**config.mk**
```make
export PLATFORM = sky130hd
export DESIGN_NAME = muldiv_unit
export DESIGN_NICKNAME = d
export VERILOG_FILES = /design/src/rtl/muldiv_unit.sv
export SDC_FILE = /design/constraint.sdc
export NUM_CORES = 1
export LEC_CHECK = 0
export ABC_AREA = 1
export ABC_CLOCK_PERIOD_IN_PS = 2800
export CAP_MARGIN = 20
export CORE_MARGIN = 2
export CORE_UTILIZATION = 56
export DETAILED_ROUTE_END_ITERATION = 10
export GPL_TIMING_DRIVEN = 0
export PLACE_DENSITY_LB_ADDON = 0.2
export REMOVE_ABC_BUFFERS = 1
export SLEW_MARGIN = 0
export SYNTH_ARGS = -nofsm -noshare
export SYNTH_HDL_FRONTEND = slang
export SYNTH_SLANG_ARGS = --single-unit
export TNS_END_PERCENT = 50
```
**constraint.sdc**
```tcl
create_clock -name clk -period 2.8 [get_ports clk]
set_input_delay 0.42 -clock clk [delete_from_list [all_inputs] [get_ports clk]]
set_output_delay 0.42 -clock clk [all_outputs]
set_load 0.05 [all_outputs]
```
**src/rtl/muldiv_unit.sv**
```systemverilog
// muldiv_unit: iterative RV32M multiply/divide execute unit.
// Shift-add multiply and restoring divide, one result bit per cycle.
// Operands are held as magnitudes plus sign flags; signs are applied in the
// final step. Divide-by-zero and signed overflow finish in one cycle.
// Optional feature macro: MULDIV_DIV_EN enables the divide datapath. When it
// is undefined, divide ops finish in one cycle with illegal=1 and result=0.
module muldiv_unit #(
  parameter int XLEN = 32
) (
  input  logic            clk,
  input  logic            reset,
  input  logic            start,
  input  logic [2:0]      f3,
  input  logic [XLEN-1:0] rs1,
  input  logic [XLEN-1:0] rs2,
  input  logic            abort,
  output logic            busy,
  output logic            done,
  output logic [XLEN-1:0] result,
  output logic            illegal
);

  localparam int CNT_W = $clog2(XLEN);
  localparam logic [CNT_W-1:0] LAST_CNT = CNT_W'(XLEN - 1);

`ifdef MULDIV_DIV_EN
  typedef enum logic [1:0] {S_IDLE = 2'd0, S_MUL = 2'd1, S_FIN = 2'd2, S_DIV = 2'd3} state_t;
`else
  typedef enum logic [1:0] {S_IDLE = 2'd0, S_MUL = 2'd1, S_FIN = 2'd2} state_t;
`endif

  state_t              state;
  logic [1:0]          op;      // f3[1:0]; f3[2] is implied by the state
  logic                neg_a;
  logic                neg_b;
  logic [2*XLEN-1:0]   acc;     // product, or {remainder, dividend/quotient}
  logic [2*XLEN-1:0]   mcand;   // multiplicand, shifted left each iteration
  logic [XLEN-1:0]     opb;     // multiplier (shifted right) or divisor
  logic [CNT_W-1:0]    cnt;

  // Issue-time operand conditioning
  logic                a_signed;
  logic                b_signed;
  logic                in_neg_a;
  logic                in_neg_b;
  logic [XLEN-1:0]     abs_a;
  logic [XLEN-1:0]     abs_b;

  // Multiply step and final value
  logic [2*XLEN-1:0]   mul_acc_next;
  logic [2*XLEN-1:0]   mul_prod;
  logic [XLEN-1:0]     mul_res;

`ifdef MULDIV_DIV_EN
  // Divide step, final value and single-cycle special cases
  logic [XLEN:0]       div_shift;
  logic [XLEN:0]       div_diff;
  logic                div_ge;
  logic [2*XLEN-1:0]   div_acc_next;
  logic [XLEN-1:0]     div_quo;
  logic [XLEN-1:0]     div_rem;
  logic [XLEN-1:0]     div_res;
  logic                div_zero;
  logic                div_ovf;
  logic [XLEN-1:0]     special_res;
`endif

  // Signedness, magnitudes and per-iteration datapath
  // NOTE: every always_comb output gets a default first so no path leaves it unassigned (no latch).
  always_comb begin
    a_signed = 1'b0;
    b_signed = 1'b0;
    if (f3[2]) begin
      a_signed = ~f3[0];
      b_signed = ~f3[0];
    end else begin
      a_signed = (f3[1:0] == 2'b01) || (f3[1:0] == 2'b10);
      b_signed = (f3[1:0] == 2'b01);
    end
    in_neg_a = a_signed & rs1[XLEN-1];
    in_neg_b = b_signed & rs2[XLEN-1];
    abs_a    = in_neg_a ? -rs1 : rs1;
    abs_b    = in_neg_b ? -rs2 : rs2;

    mul_acc_next = opb[0] ? (acc + mcand) : acc;
    mul_prod     = (neg_a ^ neg_b) ? -mul_acc_next : mul_acc_next;
    mul_res      = (op == 2'b00) ? mul_prod[XLEN-1:0] : mul_prod[2*XLEN-1:XLEN];

`ifdef MULDIV_DIV_EN
    div_shift    = {acc[2*XLEN-1:XLEN], acc[XLEN-1]};
    div_diff     = div_shift - {1'b0, opb};
    div_ge       = ~div_diff[XLEN];
    div_acc_next = {(div_ge ? div_diff[XLEN-1:0] : div_shift[XLEN-1:0]),
                    acc[XLEN-2:0], div_ge};
    div_quo      = div_acc_next[XLEN-1:0];
    div_rem      = div_acc_next[2*XLEN-1:XLEN];
    div_res      = op[1] ? (neg_a ? -div_rem : div_rem)
                         : ((neg_a ^ neg_b) ? -div_quo : div_quo);

    div_zero     = (rs2 == '0);
    div_ovf      = ~f3[0] && (rs1 == {1'b1, {(XLEN-1){1'b0}}}) && (rs2 == '1);
    if (div_zero) special_res = f3[1] ? rs1 : '1;
    else          special_res = f3[1] ? '0 : rs1;
`endif
  end

  // Control FSM with registered outputs and iterative datapath
  // NOTE: sequential state uses non-blocking assignments only, so every register samples pre-edge values.
  always_ff @(posedge clk or negedge reset) begin
    if (!reset) begin
      state   <= S_IDLE;
      op      <= '0;
      neg_a   <= 1'b0;
      neg_b   <= 1'b0;
      acc     <= '0;
      mcand   <= '0;
      opb     <= '0;
      cnt     <= '0;
      busy    <= 1'b0;
      done    <= 1'b0;
      illegal <= 1'b0;
      result  <= '0;
    end else if (abort) begin
      state   <= S_IDLE;
      busy    <= 1'b0;
      done    <= 1'b0;
      illegal <= 1'b0;
    end else begin
      case (state)
        S_IDLE: begin
          done    <= 1'b0;
          illegal <= 1'b0;
          if (start) begin
            op    <= f3[1:0];
            neg_a <= in_neg_a;
            neg_b <= in_neg_b;
            cnt   <= '0;
            busy  <= 1'b1;
            if (!f3[2]) begin
              acc   <= '0;
              mcand <= {{XLEN{1'b0}}, abs_a};
              opb   <= abs_b;
              state <= S_MUL;
            end else begin
`ifdef MULDIV_DIV_EN
              if (div_zero || div_ovf) begin
                result <= special_res;
                done   <= 1'b1;
                state  <= S_FIN;
              end else begin
                acc   <= {{XLEN{1'b0}}, abs_a};
                opb   <= abs_b;
                state <= S_DIV;
              end
`else
              result  <= '0;
              done    <= 1'b1;
              illegal <= 1'b1;
              state   <= S_FIN;
`endif
            end
          end
        end
        S_MUL: begin
          acc   <= mul_acc_next;
          mcand <= mcand << 1;
          opb   <= opb >> 1;
          cnt   <= cnt + CNT_W'(1);
          if (cnt == LAST_CNT) begin
            result <= mul_res;
            done   <= 1'b1;
            state  <= S_FIN;
          end
        end
`ifdef MULDIV_DIV_EN
        S_DIV: begin
          acc <= div_acc_next;
          cnt <= cnt + CNT_W'(1);
          if (cnt == LAST_CNT) begin
            result <= div_res;
            done   <= 1'b1;
            state  <= S_FIN;
          end
        end
`endif
        S_FIN: begin
          done    <= 1'b0;
          illegal <= 1'b0;
          busy    <= 1'b0;
          state   <= S_IDLE;
        end
        default: begin
          busy  <= 1'b0;
          done  <= 1'b0;
          state <= S_IDLE;
        end
      endcase
    end
  end

endmodule

```
== Word level (Yosys, flattened, before mapping) ==
Index checks and enable logic that the tools add are counted.

* Register bits: 206
* Bits of input ports: 71
* Output and inout bits: 35
* Logic and storage cells: 82

* Add/subtract/negate cells: 5
* Equal/unequal tests: 12
* Muxes and demuxes: 37
* Bitwise logic cells: 5
* Reductions and logical operators: 11

{| class="wikitable"
|+ Operators with widths
! operator !! number
|-
| 64-bit 2-to-1 mux || 6
|-
| 32-bit 2-to-1 mux || 8
|-
| 64-bit one-hot mux with 2 select lines || 2
|-
| 32-bit one-hot mux with 2 select lines || 2
|-
| 64-bit adder || 1
|-
| 32-bit negation || 2
|-
| 64-bit negation || 1
|-
| 2-bit inequality test, second input constant || 5
|-
| 5-bit one-hot mux with 2 select lines || 1
|-
| 1-bit 2-to-1 mux || 9
|-
| 2-bit 2-to-1 mux || 4
|-
| 3-bit inequality test, second input constant || 2
|-
| 1-bit one-hot mux with 2 select lines || 3
|-
| 3-bit AND reduction || 2
|-
| 5-bit by 1-bit adder with 5-bit output, second input constant || 1
|-
| 5-bit == test, second input constant || 1
|-
| 5-bit 2-to-1 mux || 1
|-
| 5-bit AND reduction || 1
|-
| 2-bit by 1-bit == test with 1-bit output, second input constant || 2
|-
| 2-bit == test, second input constant || 2
|-
| 2-bit zero test || 2
|-
| 2-bit one-hot mux with 2 select lines || 1
|-
| 2-bit AND reduction || 2
|-
| 4-bit AND reduction || 1
|-
| other kinds (6) || 8
|}

== Logic depth before layout (Yosys ltp) ==
Gate-level depths: netlist of the first run.

* Word-level depth: 8
* Gate-level depth with buffers: 27
* Mapped depth without buffers: 27

== Worst setup path after synthesis of the first run ==
OpenSTA, ideal clock, no wires.

* Path kind: register to register
* From: reg mcand[0]
* To: reg result[16]
* Library setup time: 0.118 ns
* Arrival: 2.845 ns
* Data required time: 2.682 ns
* Slack: -0.162 ns
* Cell stages (with the launch flop): 26
* Buffers on the path: 0
* Cell sequence: dfrtp_1 -> ha_1 -> inv_1 -> fa_1 -> nand2_1 -> o21ai_2 -> ha_1 -> inv_1 -> nor2_1 -> nand3_1 -> clkinv_1 -> nand2_1 -> nor2_2 -> nand3_1 -> nor2_2 -> nand2_1 -> nor2_2 -> nand3_2 -> nor2_2 -> nand2_2 -> nand2_2 -> nand2_1 -> nand2_1 -> nand3_1 -> nand2_1 -> nand2_1

* Word-level cells in the longest chain between the ends: 7

{| class="wikitable"
|+ Ends and longest elaborated chain
! item !! RTL line !! source
|-
| start, declared || 37 || <nowiki>logic [2*XLEN-1:0] mcand;</nowiki>
|-
| start signal, assigned || 141 || <nowiki>mcand <= {{XLEN{1'b0}}, abs_a};</nowiki>
|-
| start signal, assigned || 166 || <nowiki>mcand <= mcand << 1;</nowiki>
|-
| 64-bit adder * || 85 || <nowiki>mul_acc_next = opb[0] ? (acc + mcand) : acc;</nowiki>
|-
| 64-bit 2-to-1 mux * || 85 ||
|-
| 64-bit negation || 86 || <nowiki>mul_prod = (neg_a ^ neg_b) ? -mul_acc_next : mul_acc_next;</nowiki>
|-
| 64-bit 2-to-1 mux * || 86 ||
|-
| 32-bit 2-to-1 mux * || 87 || <nowiki>mul_res = (op == 2'b00) ? mul_prod[XLEN-1:0] : mul_prod[2*XLEN-1:XLEN];</nowiki>
|-
| 32-bit 2-to-1 mux * || 169 || <nowiki>if (cnt == LAST_CNT) begin</nowiki>
|-
| 32-bit one-hot mux with 2 select lines * || 129 || <nowiki>case (state)</nowiki>
|-
| end signal, assigned || 170 || <nowiki>result <= mul_res;</nowiki>
|-
| end, declared || 19 || <nowiki>output logic [XLEN-1:0] result,</nowiki>
|}

Every way passes the cells marked *; elsewhere a longest branch is shown, timed or not. The select of a mux whose other input is x is not followed.
A chain may end at the register's enable or synchronous reset.

== Worst setup path after layout of the first run ==
* From: reg acc[0]
* To: reg result[20]

* Word-level cells in the longest chain between the ends: 7

{| class="wikitable"
|+ Ends and longest elaborated chain
! item !! RTL line !! source
|-
| start, declared || 36 || <nowiki>logic [2*XLEN-1:0] acc;</nowiki>
|-
| start signal, assigned || 165 || <nowiki>acc <= mul_acc_next;</nowiki>
|-
| 64-bit adder || 85 ||
|-
| 64-bit 2-to-1 mux * || 85 ||
|-
| 64-bit negation || 86 ||
|-
| 64-bit 2-to-1 mux * || 86 ||
|-
| 32-bit 2-to-1 mux * || 87 ||
|-
| 32-bit 2-to-1 mux * || 169 ||
|-
| 32-bit one-hot mux with 2 select lines * || 129 ||
|}

Marks and branches as above.

==> results of run 1 <==
logic make-up after synthesis:
logic type,count (synthesis)
AND/OR/NAND/NOR,1937
buffers and inverters,649
AO/OA/AOI/OAI,431
flip-flops,206
adder cells (fa/ha/maj),70
XOR/XNOR,42
per-stage QoR:
stage               std cells  cell area [um^2]   util  worst slack, ns  power (mW)
floorplan                3241             19000      -            -6.51        13.9
global placement         3801             20600  0.601           -14.33        17.7
detailed placement       3814             21000  0.611            -2.25        18.0
CTS                      3899             22900  0.668           -0.597        23.0
global route             3913             23600  0.690           -0.882        26.3
finish                   3913             23600  0.690           -0.760        24.7
repair_timing:
| item | in CTS | in global routing |
|---|---|---|
| cloned | 1 | 0 |
| hold buffers | 1 | 0 |
| hold endpoints to repair | 51 | 0 |
| pin swaps | 55 | 57 |
| setup endpoints to repair | 73 | 66 |
| buffers inserted | 38 | 17 |
| resized for setup | 186 | 175 |
worst max path at each step:
stage,slack [ns],to,cells past startpoint
after floorplan,-6.51,mcand[20]$_DFFE_PN0P_,9
after global placement,-14.33,mcand[21]$_DFFE_PN0P_,10
after detailed placement,-2.25,result[28]$_DFFE_PN0P_,13
after CTS,-0.60,result[26]$_DFFE_PN0P_,23
after global routing,-0.88,result[26]$_DFFE_PN0P_,23
final,-0.76,result[20]$_DFFE_PN0P_,23
worst max-delay path, delay by kind of cell, from the launching register on:
kind / cells / cell delay, ns
AO/OA/AOI/OAI: 1 / 0.14
buffers and inverters: 2 / 0.08
AND/OR/NAND/NOR: 17 / 1.95
flip-flops: 1 / 0.39
adder cells (fa/ha/maj): 3 / 0.88
synthesized netlist by cell type, drive strengths merged:
cell,number
o41ai,1
a31oi,10
buf,25
o211ai,32
a22oi,1
a41oi,1
a2bb2oi,1
nand4,24
or2,3
clkbuf,69
xor2,31
o22ai,78
and2,2
a21boi,3
dfrtp,206
xnor2,11
fa,1
clkinv,4
a21oi,117
a221oi,1
nor2,284
o221ai,4
ha,69
o21ai,164
o31ai,10
and3,4
a22o,2
o21bai,5
nand3,254
a32o,1
nor4,6
inv,551
nor3,39
nand2,1309
nand3b,12
power by group:
part,internal (mW),switching (mW)
registers,3.92,1.03
logic,5.29,10.9
clock network,2.08,1.48
registers in the layout (all words and copies together), names as in the netlist, 2 cells and up:
signal  cells
result     32
op          2
cnt         5
opb        32
mcand      64
state       2
acc        64
routing by layer:
| metal | share of wire | track usage |
|---|---|---|
| met1 | 0.39 | 0.499 |
| met3 | 0.084 | 0.0627 |
| met4 | 0.065 | 0.215 |
| met2 | 0.46 | 0.667 |
| met5 | 0 | 0 |
layout by cell type (no fill, tap or decap), types with 11 or more instances in the layout:
cell type / n
sky130_fd_sc_hd__nand3_1: 204
sky130_fd_sc_hd__clkdlybuf4s50_1: 104
sky130_fd_sc_hd__dfrtp_1: 204
sky130_fd_sc_hd__a21oi_1: 107
sky130_fd_sc_hd__o21ai_0: 144
sky130_fd_sc_hd__buf_4: 49
sky130_fd_sc_hd__nor3_1: 27
sky130_fd_sc_hd__clkbuf_16: 26
sky130_fd_sc_hd__nand2_1: 1198
sky130_fd_sc_hd__nand3b_1: 12
sky130_fd_sc_hd__xor2_1: 31
sky130_fd_sc_hd__ha_2: 14
sky130_fd_sc_hd__o211ai_1: 32
sky130_fd_sc_hd__nor2_1: 185
sky130_fd_sc_hd__nor2_4: 34
sky130_fd_sc_hd__nand3_2: 40
sky130_fd_sc_hd__ha_1: 33
sky130_fd_sc_hd__inv_1: 534
sky130_fd_sc_hd__inv_2: 12
sky130_fd_sc_hd__xnor2_1: 11
sky130_fd_sc_hd__nand4_1: 24
sky130_fd_sc_hd__o21ai_1: 12
sky130_fd_sc_hd__o22ai_1: 78
sky130_fd_sc_hd__nand2_4: 19
sky130_fd_sc_hd__nor2_2: 64
sky130_fd_sc_hd__ha_4: 22
sky130_fd_sc_hd__nand2_2: 92
final cells by class:
cell class,count,area (um^2),share of cell area
multi-input cells,2480,13100,0.555
flip-flops and latches,206,5160,0.218
inverters,555,2120,0.0899
repair buffers,171,1780,0.0751
clock buffers,34,751,0.0318
well taps,455,569,0.0241
clock inverters,11,146,0.00619
repair inverters,1,5.00,0.000212
==> impl_summary.md, run 1 <==
Routing
Dividing the detail-routed via count by the number of cells gives between 5 and 6. Summed over all layers, the routed wires come to ~74000 um. The initial DRC count is approximately 2500. The number of vias in the routed layout is between 20000 and 25000. After detailed routing, the number of remaining DRC violations is 0. In the final routed layout, each cell accounts on average for about 19 um. The count of nets left with antenna violations once routing finished came out at 0. The detailed-router iteration count before antenna repair is 9.

Global routing
The via count of the first global-routing pass is between 20000 and 25000. The number of antenna violations at the first check in global routing is 0. The wire length of the first global-routing pass is approximately 110000 um. Entering global routing, the biggest net connects between 90 and 100 pins.

Across every metal layer, demand over resource in global routing totals 0.400. The total overflow left after global routing is 0.

STA
The final critical-path setup slack is -0.760 ns. Setup repair after global routing could not meet its margin everywhere. The share of the clock period used by the worst path after layout is 1.27. The number of pins exceeding their max-slew limit in the final report was 0. The worst setup skew after layout is roughly 0.017 ns. The maximum clock frequency is roughly 280 MHz. The final worst hold slack is roughly 0.33 ns. At the pin with the least slew margin, the transition time is around 1.1 ns. The total count of hold-check failures in the final report is 0.

Counting I/O delays and the setup requirement, the final critical path takes about 3.6 ns. The final setup violation count is 33. Summed over all failing endpoints, the final setup total negative slack is -21.13 ns. Headroom to the max-slew limit came out at 0.247.

Logic synthesis
The dominant combinational cell family by area after synthesis is simple AND/OR/NAND/NOR gates. Synthesis handed over a netlist of approximately 3300 instances. Measured against the total synthesized area, the mux share comes to 0. Of the total synthesized cell area, the portion taken by AND, OR, NAND and NOR gates is 0.415. In this run the cell area of the synthesized design comes to between 15000 and 20000 um^2. The post-synthesis register bit count is 206. The complex-gate fraction of the synthesized area is 0.127. The synthesis warning total is 0. The number of library cell types mapped by synthesis is 51.

Averaged over all synthesized cells, the footprint is ~5.8 um^2. The area share of fa/ha/maj cells after synthesis is 0.0456. By area the synthesized netlist is led by sky130_fd_sc_hd__dfrtp_1, sky130_fd_sc_hd__nand2_1, sky130_fd_sc_hd__inv_1. The fraction of synthesized cell area in xor and xnor cells is 0.0190. The cell accounting for the most synthesized area is sky130_fd_sc_hd__dfrtp_1. The share of synthesized area in the top cell type comes to 0.266. For this run, the register share of the synthesized area comes to 0.266.

Worst setup path
The endpoint identified for the worst register-to-register timing path is result[20]$_DFFE_PN0P_. The critical path start-end classification is flop to flop. The data arrival time at the worst-slack endpoint is between 4 and 5 ns.

At the worst endpoint, the required time is between 3 and 4 ns. The startpoint identified for the worst register-to-register timing path is acc[0]$_DFFE_PN0P_. The nature of the critical path startpoint is a flop. The worst setup path is captured at a flop. The biggest cell delay along the critical path is ~0.52 ns. The logic depth of the worst register-to-register path is 23. The signal on the critical path passes through ha_4 > inv_2 > fa_2 > nand2_2 > o21ai_4 > ha_4 > inv_4 > nor2_4 > nand3_4 > nor2_4 > nand3_2 > nor2_4 > nand2_2 > nor2_4 > nand3_4 > nor2_4 > nand3_2 > nand2_4 > nand2_2 > nand2_2 > nand3_2 > nand2_2 > nand2_2.

The critical path's most frequent cell is sky130_fd_sc_hd__nand2_2. The cell with the largest stage delay on the worst path is sky130_fd_sc_hd__fa_2. The critical path starts at acc[0]$_DFFE_PN0P_. The worst setup slack for register-to-register paths is -0.76 ns. The maximum fanout along the worst path is 5.

Floorplanning
The die width is 190 um. The die height is roughly 190 um. During I/O placement, the number of pins put on the boundary was between 100 and 150. The die covers 36100 um^2. After floorplanning, the core was sized to cover 34300 um^2. Row generation in the floorplan step produced 68 rows.

The starting utilization of the core area is 0.565.

Clock tree
The root buffer cell chosen for the clock tree is sky130_fd_sc_hd__clkbuf_16. For this design, the sink count on the clock tree is roughly 210. TritonCTS built the clock tree. The number of buffers created by CTS is 26.

CTS built an H-tree with a depth of 1. At the later pin of the worst-skew pair, clock insertion delay measures a little under 0.6 ns. Clock-pin slew was measured on the worst setup and hold paths at about 0.060 ns. The maximum root-to-sink buffer count is 3.

Worst hold path
The class of the worst hold path is input port to asynchronous set/reset pin.

Place
The congestion estimate from routability-driven global placement came to about 1.0. Summed over all nets, the half-perimeter wirelength after detailed placement is roughly 55000 um. The count of buffers inserted at the top-level ports is 105.

Power and ir drop
Summed over all cells, the static leakage comes to between 10 and 15 nW. IR analysis of the VDD net gives a maximum drop of a little under 700 uV. Dividing total power by cell area gives a power density of ~1000 nW/um^2.

Run
The tool flagged a number of max-cap violations equal to 0.

Final layout
The share of final-layout standard cells stronger than drive strength 1 is 0.135. For this run, the post-layout net count is about 3600. After filler insertion, the fill cell instance count of the layout stands at a little under 3000. 0 antenna diodes ended up in the layout. The signed area change from the synthesized netlist to the final layout is 22.0%.

Outcome
The checks that failed: setup timing. The flow ran to the end, but the final reports show violations.
Power figures use the tool's default switching activity.
==> run 2: changes to the inputs <==
--- a/config.mk
+++ b/config.mk
@@ -6,10 +6,11 @@
 export NUM_CORES = 1
 export LEC_CHECK = 0
 export ABC_AREA = 1
-export ABC_CLOCK_PERIOD_IN_PS = 2800
+export ABC_CLOCK_PERIOD_IN_PS = 4100
 export CAP_MARGIN = 20
 export CORE_MARGIN = 2
-export CORE_UTILIZATION = 56
+export CORE_UTILIZATION = 60
+export CTS_CLUSTER_DIAMETER = 100
 export DETAILED_ROUTE_END_ITERATION = 10
 export GPL_TIMING_DRIVEN = 0
 export PLACE_DENSITY_LB_ADDON = 0.2
==> constraint.sdc (replaced) <==
create_clock -name clk -period 4.1 [get_ports clk]
set_input_delay 0.615 -clock clk [delete_from_list [all_inputs] [get_ports clk]]
set_output_delay 0.615 -clock clk [all_outputs]
set_load 0.05 [all_outputs]
==> impl_summary.md, run 2 (synthesized netlist as in run 1, its figures left out) <==
Routing
The initial DRC count came to 2172 (-12%). The detailed-router iteration count before antenna repair is 6 (-3). The post-route antenna net violation count is 0 (unchanged). The post-route DRC violation count is 0 (unchanged). The vias per cell came to 5.78 (-0.53%).

The average wire per cell in the routed design is 17.7 um (-6.8%). The sum of routed wire length over all layers came to 67300 um (-9.3%). The number of vias in the routed layout is 22000 (-3.2%).

Power and ir drop
The post-route total power is 15.1 mW (-39%). The total power per unit cell area came to 691 nW/um^2 (-34%). The net switching share of the total power is 0.534 (-0.00977). The largest voltage drop on the vdd net is 611 uV (-11%). The sequential group share of total power is 0.217 (+0.017).

The internal power consumption is 7.03 mW (-38%). The clock group share of total power came to 0.168 (+0.024). The leakage power was 11.9 nW (-3.4%).

The logic gate share of total power is 0.615 (-0.041). The reported net switching power was 8.05 mW (-40%).

Global routing
After global routing, the most crowded layer is met2. The via count of the first global-routing pass was 20800 (-1.9%). The aggregate global routing overflow is 0 (unchanged). The number of antenna violations at the first check in global routing was 0 (unchanged).

The wire length of the first global-routing pass was 107000 um (-5.5%). The global routing usage on met1 is 0.499 (about the same). The met2 track utilization from global routing was 0.648 (-0.0188). The overall fraction of global-route tracks in use is 0.402 (+0.00124). The pin count of the biggest net entering global routing is 117 (+24%). The met3 track utilization from global routing came to 0.0773 (+0.0145).

Clock tree
The number of buffers created by CTS is 26 (unchanged). The clock latency on the worst-skew pair was 0.57 ns (about the same). The clock edge transition at the registers on the reported setup and hold paths is 0.06 ns (about the same).

The count of hold buffers inserted by post-cts repair came to 0 (-1). The maximum root-to-sink buffer count is 3 (unchanged). The TritonCTS sink count is 206 (unchanged). Clock tree synthesis selected as its root buffer the cell sky130_fd_sc_hd__clkbuf_16.

The count of cells resized by post-cts repair is 3 (-98%). The number of setup buffers added after CTS is 0 (-100%). The H-tree depth is 1 (unchanged). The TritonCTS clock tree is yes.

Place
The placed instance area is 20800 um^2 (-0.56%). The placer's final routability congestion estimate is 1.03 (+1.5%). The count of buffers inserted at the top-level ports is 105 (unchanged). The detailed-placement wirelength estimate came to 51900 um (-4.9%).

Final layout
The commonest non-fill, non-tap cell in the layout is sky130_fd_sc_hd__nand2_1. The area taken by multi-input logic gates is 11800 um^2 (-10%). In the layout the commonest cells are sky130_fd_sc_hd__nand2_1, sky130_fd_sc_hd__inv_1, sky130_fd_sc_hd__nor2_1. The share of final-layout standard cells stronger than drive strength 1 is 0.0435 (-0.0913). The largest registers in the layout are acc: 64 flops, mcand: 64 flops.

The filler cell count is 2858 (-4.3%). The register area is 5160 um^2 (about the same). The signed area change from the synthesized netlist to the final layout is 12.6%. The summed area of non-filler cells in the final layout is 21800 um^2 (-7.7%).

The diode insertion count for antenna repair is 0 (unchanged). The number of nets at the end of the flow is 3528 (-1.5%).

Worst setup path
In this design, the critical path's most frequently occurring cell is sky130_fd_sc_hd__nand2_1. The data arrival time at the worst-slack endpoint is 4.28 ns (+0.25 ns). The endpoint of the lowest-slack register-to-register path is result[5]$_DFFE_PN0P_. The logic depth of the worst path, buffers included is 20 (-13%). Traced cell by cell, the critical path runs through ha_1 > nand2_1 > inv_1 > nand2_1 > nor2_2 > nand4_1 > nand3_1 > nand2_1 > nand2_1 > nand2_1 > nand3_1 > nand2_1 > nor2_4 > nand2_1 > nor2_1 > nand2_2 > nand2_1 > nor2_1 > nor3_2 > o21ai_1.

The worst setup slack for register-to-register paths is 0.26 ns (+1.02 ns). The maximum fanout along the worst path is 5 (unchanged). The number of buffers and inverters on the critical path is 1 (-1).

The data required time of the critical path is 4.54 ns (+1.27 ns). In this run the critical register-to-register path is launched from acc[12]$_DFFE_PN0P_. The critical path is of the flop to flop type. The biggest cell delay along the critical path came to 0.42 ns (-0.10 ns).

The worst setup path is captured at a flop. The cell with the largest stage delay on the worst path is sky130_fd_sc_hd__dfrtp_1. On the critical path the largest part of the delay comes from simple AND/OR/NAND/NOR gates.

The logic depth of the worst register-to-register path is 20 (-13%). The nature of the critical path startpoint is a flop.

STA
The number of pins exceeding their max-slew limit in the final report is 0 (unchanged). The worst-margin pin slew is 1.02 ns (-0.110 ns). Setup repair after global routing left no endpoint under its margin. The share of the clock period used by the worst path after layout is 0.938 (-0.334). The total count of hold-check failures in the final report was 0 (unchanged). The final period demand of the worst path was 3.84 ns (+0.284 ns). The worst setup skew after layout came to 0.0120 ns (-0.00449 ns).

The normalized max-slew margin is 0.320 (+0.0732). The final setup violation count is 0 (-100%). The final worst hold slack was 0.0255 ns (-0.307 ns). The maximum clock frequency is 260 MHz (-7.4%).

Outcome
The run finished with clean final reports.

Floorplanning
The die width was 184 um (-3.3%). The die footprint is 33800 um^2 (-6.5%). The number of top-level pins is 106 (unchanged). The number of core rows is 65 (-4.4%). The core area is 31700 um^2 (-7.5%).

The die height is 184 um (-3.3%). The starting utilization of the core area is 0.611 (+0.0458).

Run
The max-cap violation count is 0 (unchanged).

Worst hold path
The worst hold path belongs to the class input port to asynchronous set/reset pin.
run 2: cell count changes in the layout (fill, tap and decap cells not counted), moves of 10 or more:
cell,before,now
sky130_fd_sc_hd__ha_1,33,69
sky130_fd_sc_hd__nand2_1,1198,1288
sky130_fd_sc_hd__o21ai_0,144,156
sky130_fd_sc_hd__nor2_2,64,24
sky130_fd_sc_hd__nor2_4,34,9
sky130_fd_sc_hd__nand3_1,204,241
sky130_fd_sc_hd__ha_2,14,0
sky130_fd_sc_hd__ha_4,22,0
sky130_fd_sc_hd__buf_4,49,1
sky130_fd_sc_hd__nand2_2,92,21
sky130_fd_sc_hd__nor2_1,185,250
sky130_fd_sc_hd__nand3_2,40,11
sky130_fd_sc_hd__nor3_1,27,37
sky130_fd_sc_hd__nand2_4,19,0
run 2: cell type report:
type,instances,area share
Clock buffer,32,0.0327
Clock inverter,14,0.00997
Inverter,555,0.0966
Multi-Input combinational cell,2480,0.540
Sequential cell,206,0.236
Tap cell,402,0.0230
Timing Repair Buffer,118,0.0612
run 2: layer usage:
layer	routed length (um)	vias to the layer above
met3	6640	244
met4	4670	0
met2	29600	1141
li1	-	10600
met1	26400	10000
met5	0	-
run 2: power by group through the flow:
| stage | clock network, mW | logic (mW) | registers (mW) |
|---|---|---|---|
| finish | 2.53 | 9.28 | 3.28 |
| detailed placement | 0 | 8.92 | 3.27 |
| global route | 2.63 | 10.2 | 3.33 |
| floorplan | 0 | 6.06 | 3.42 |
| CTS | 2.54 | 8.99 | 3.25 |
| global placement | 0 | 8.56 | 3.35 |
run 2: stage by stage:
step                 TNS, ns  instances  setup slack, ns   util
floorplan            -562.98       3241            -5.41      -
global placement    -2863.53       3748           -13.15  0.648
detailed placement    -15.30       3760           -0.964  0.657
CTS                        0       3806           0.0248  0.687
global route               0       3807           0.0196  0.688
finish                     0       3807            0.256  0.688
run 2: worst reg2reg max path, stage by stage (launching register included):
cell and delay [ns]:
sky130_fd_sc_hd__dfrtp_1 0.42, sky130_fd_sc_hd__ha_1 0.38, sky130_fd_sc_hd__nand2_1 0.13, sky130_fd_sc_hd__inv_1 0.09, sky130_fd_sc_hd__nand2_1 0.06, sky130_fd_sc_hd__nor2_2 0.30, sky130_fd_sc_hd__nand4_1 0.22, sky130_fd_sc_hd__nand3_1 0.30
sky130_fd_sc_hd__nand2_1 0.15, sky130_fd_sc_hd__nand2_1 0.11, sky130_fd_sc_hd__nand2_1 0.06, sky130_fd_sc_hd__nand3_1 0.07, sky130_fd_sc_hd__nand2_1 0.10, sky130_fd_sc_hd__nor2_4 0.24, sky130_fd_sc_hd__nand2_1 0.14, sky130_fd_sc_hd__nor2_1 0.26
sky130_fd_sc_hd__nand2_2 0.13, sky130_fd_sc_hd__nand2_1 0.09, sky130_fd_sc_hd__nor2_1 0.05, sky130_fd_sc_hd__nor3_2 0.31, sky130_fd_sc_hd__o21ai_1 0.10
run 2: how the worst max path moves through the flow:
stage,slack (ns),startpoint,endpoint
floorplan,-5.41,abort,mcand[20]$_DFFE_PN0P_
global placement,-13.15,abort,opb[28]$_DFFE_PN0P_
detailed placement,-0.96,abort,result[28]$_DFFE_PN0P_
CTS,0.02,acc[12]$_DFFE_PN0P_,result[5]$_DFFE_PN0P_
global route,0.02,abort,result[31]$_DFFE_PN0P_
finish,0.26,acc[12]$_DFFE_PN0P_,result[5]$_DFFE_PN0P_
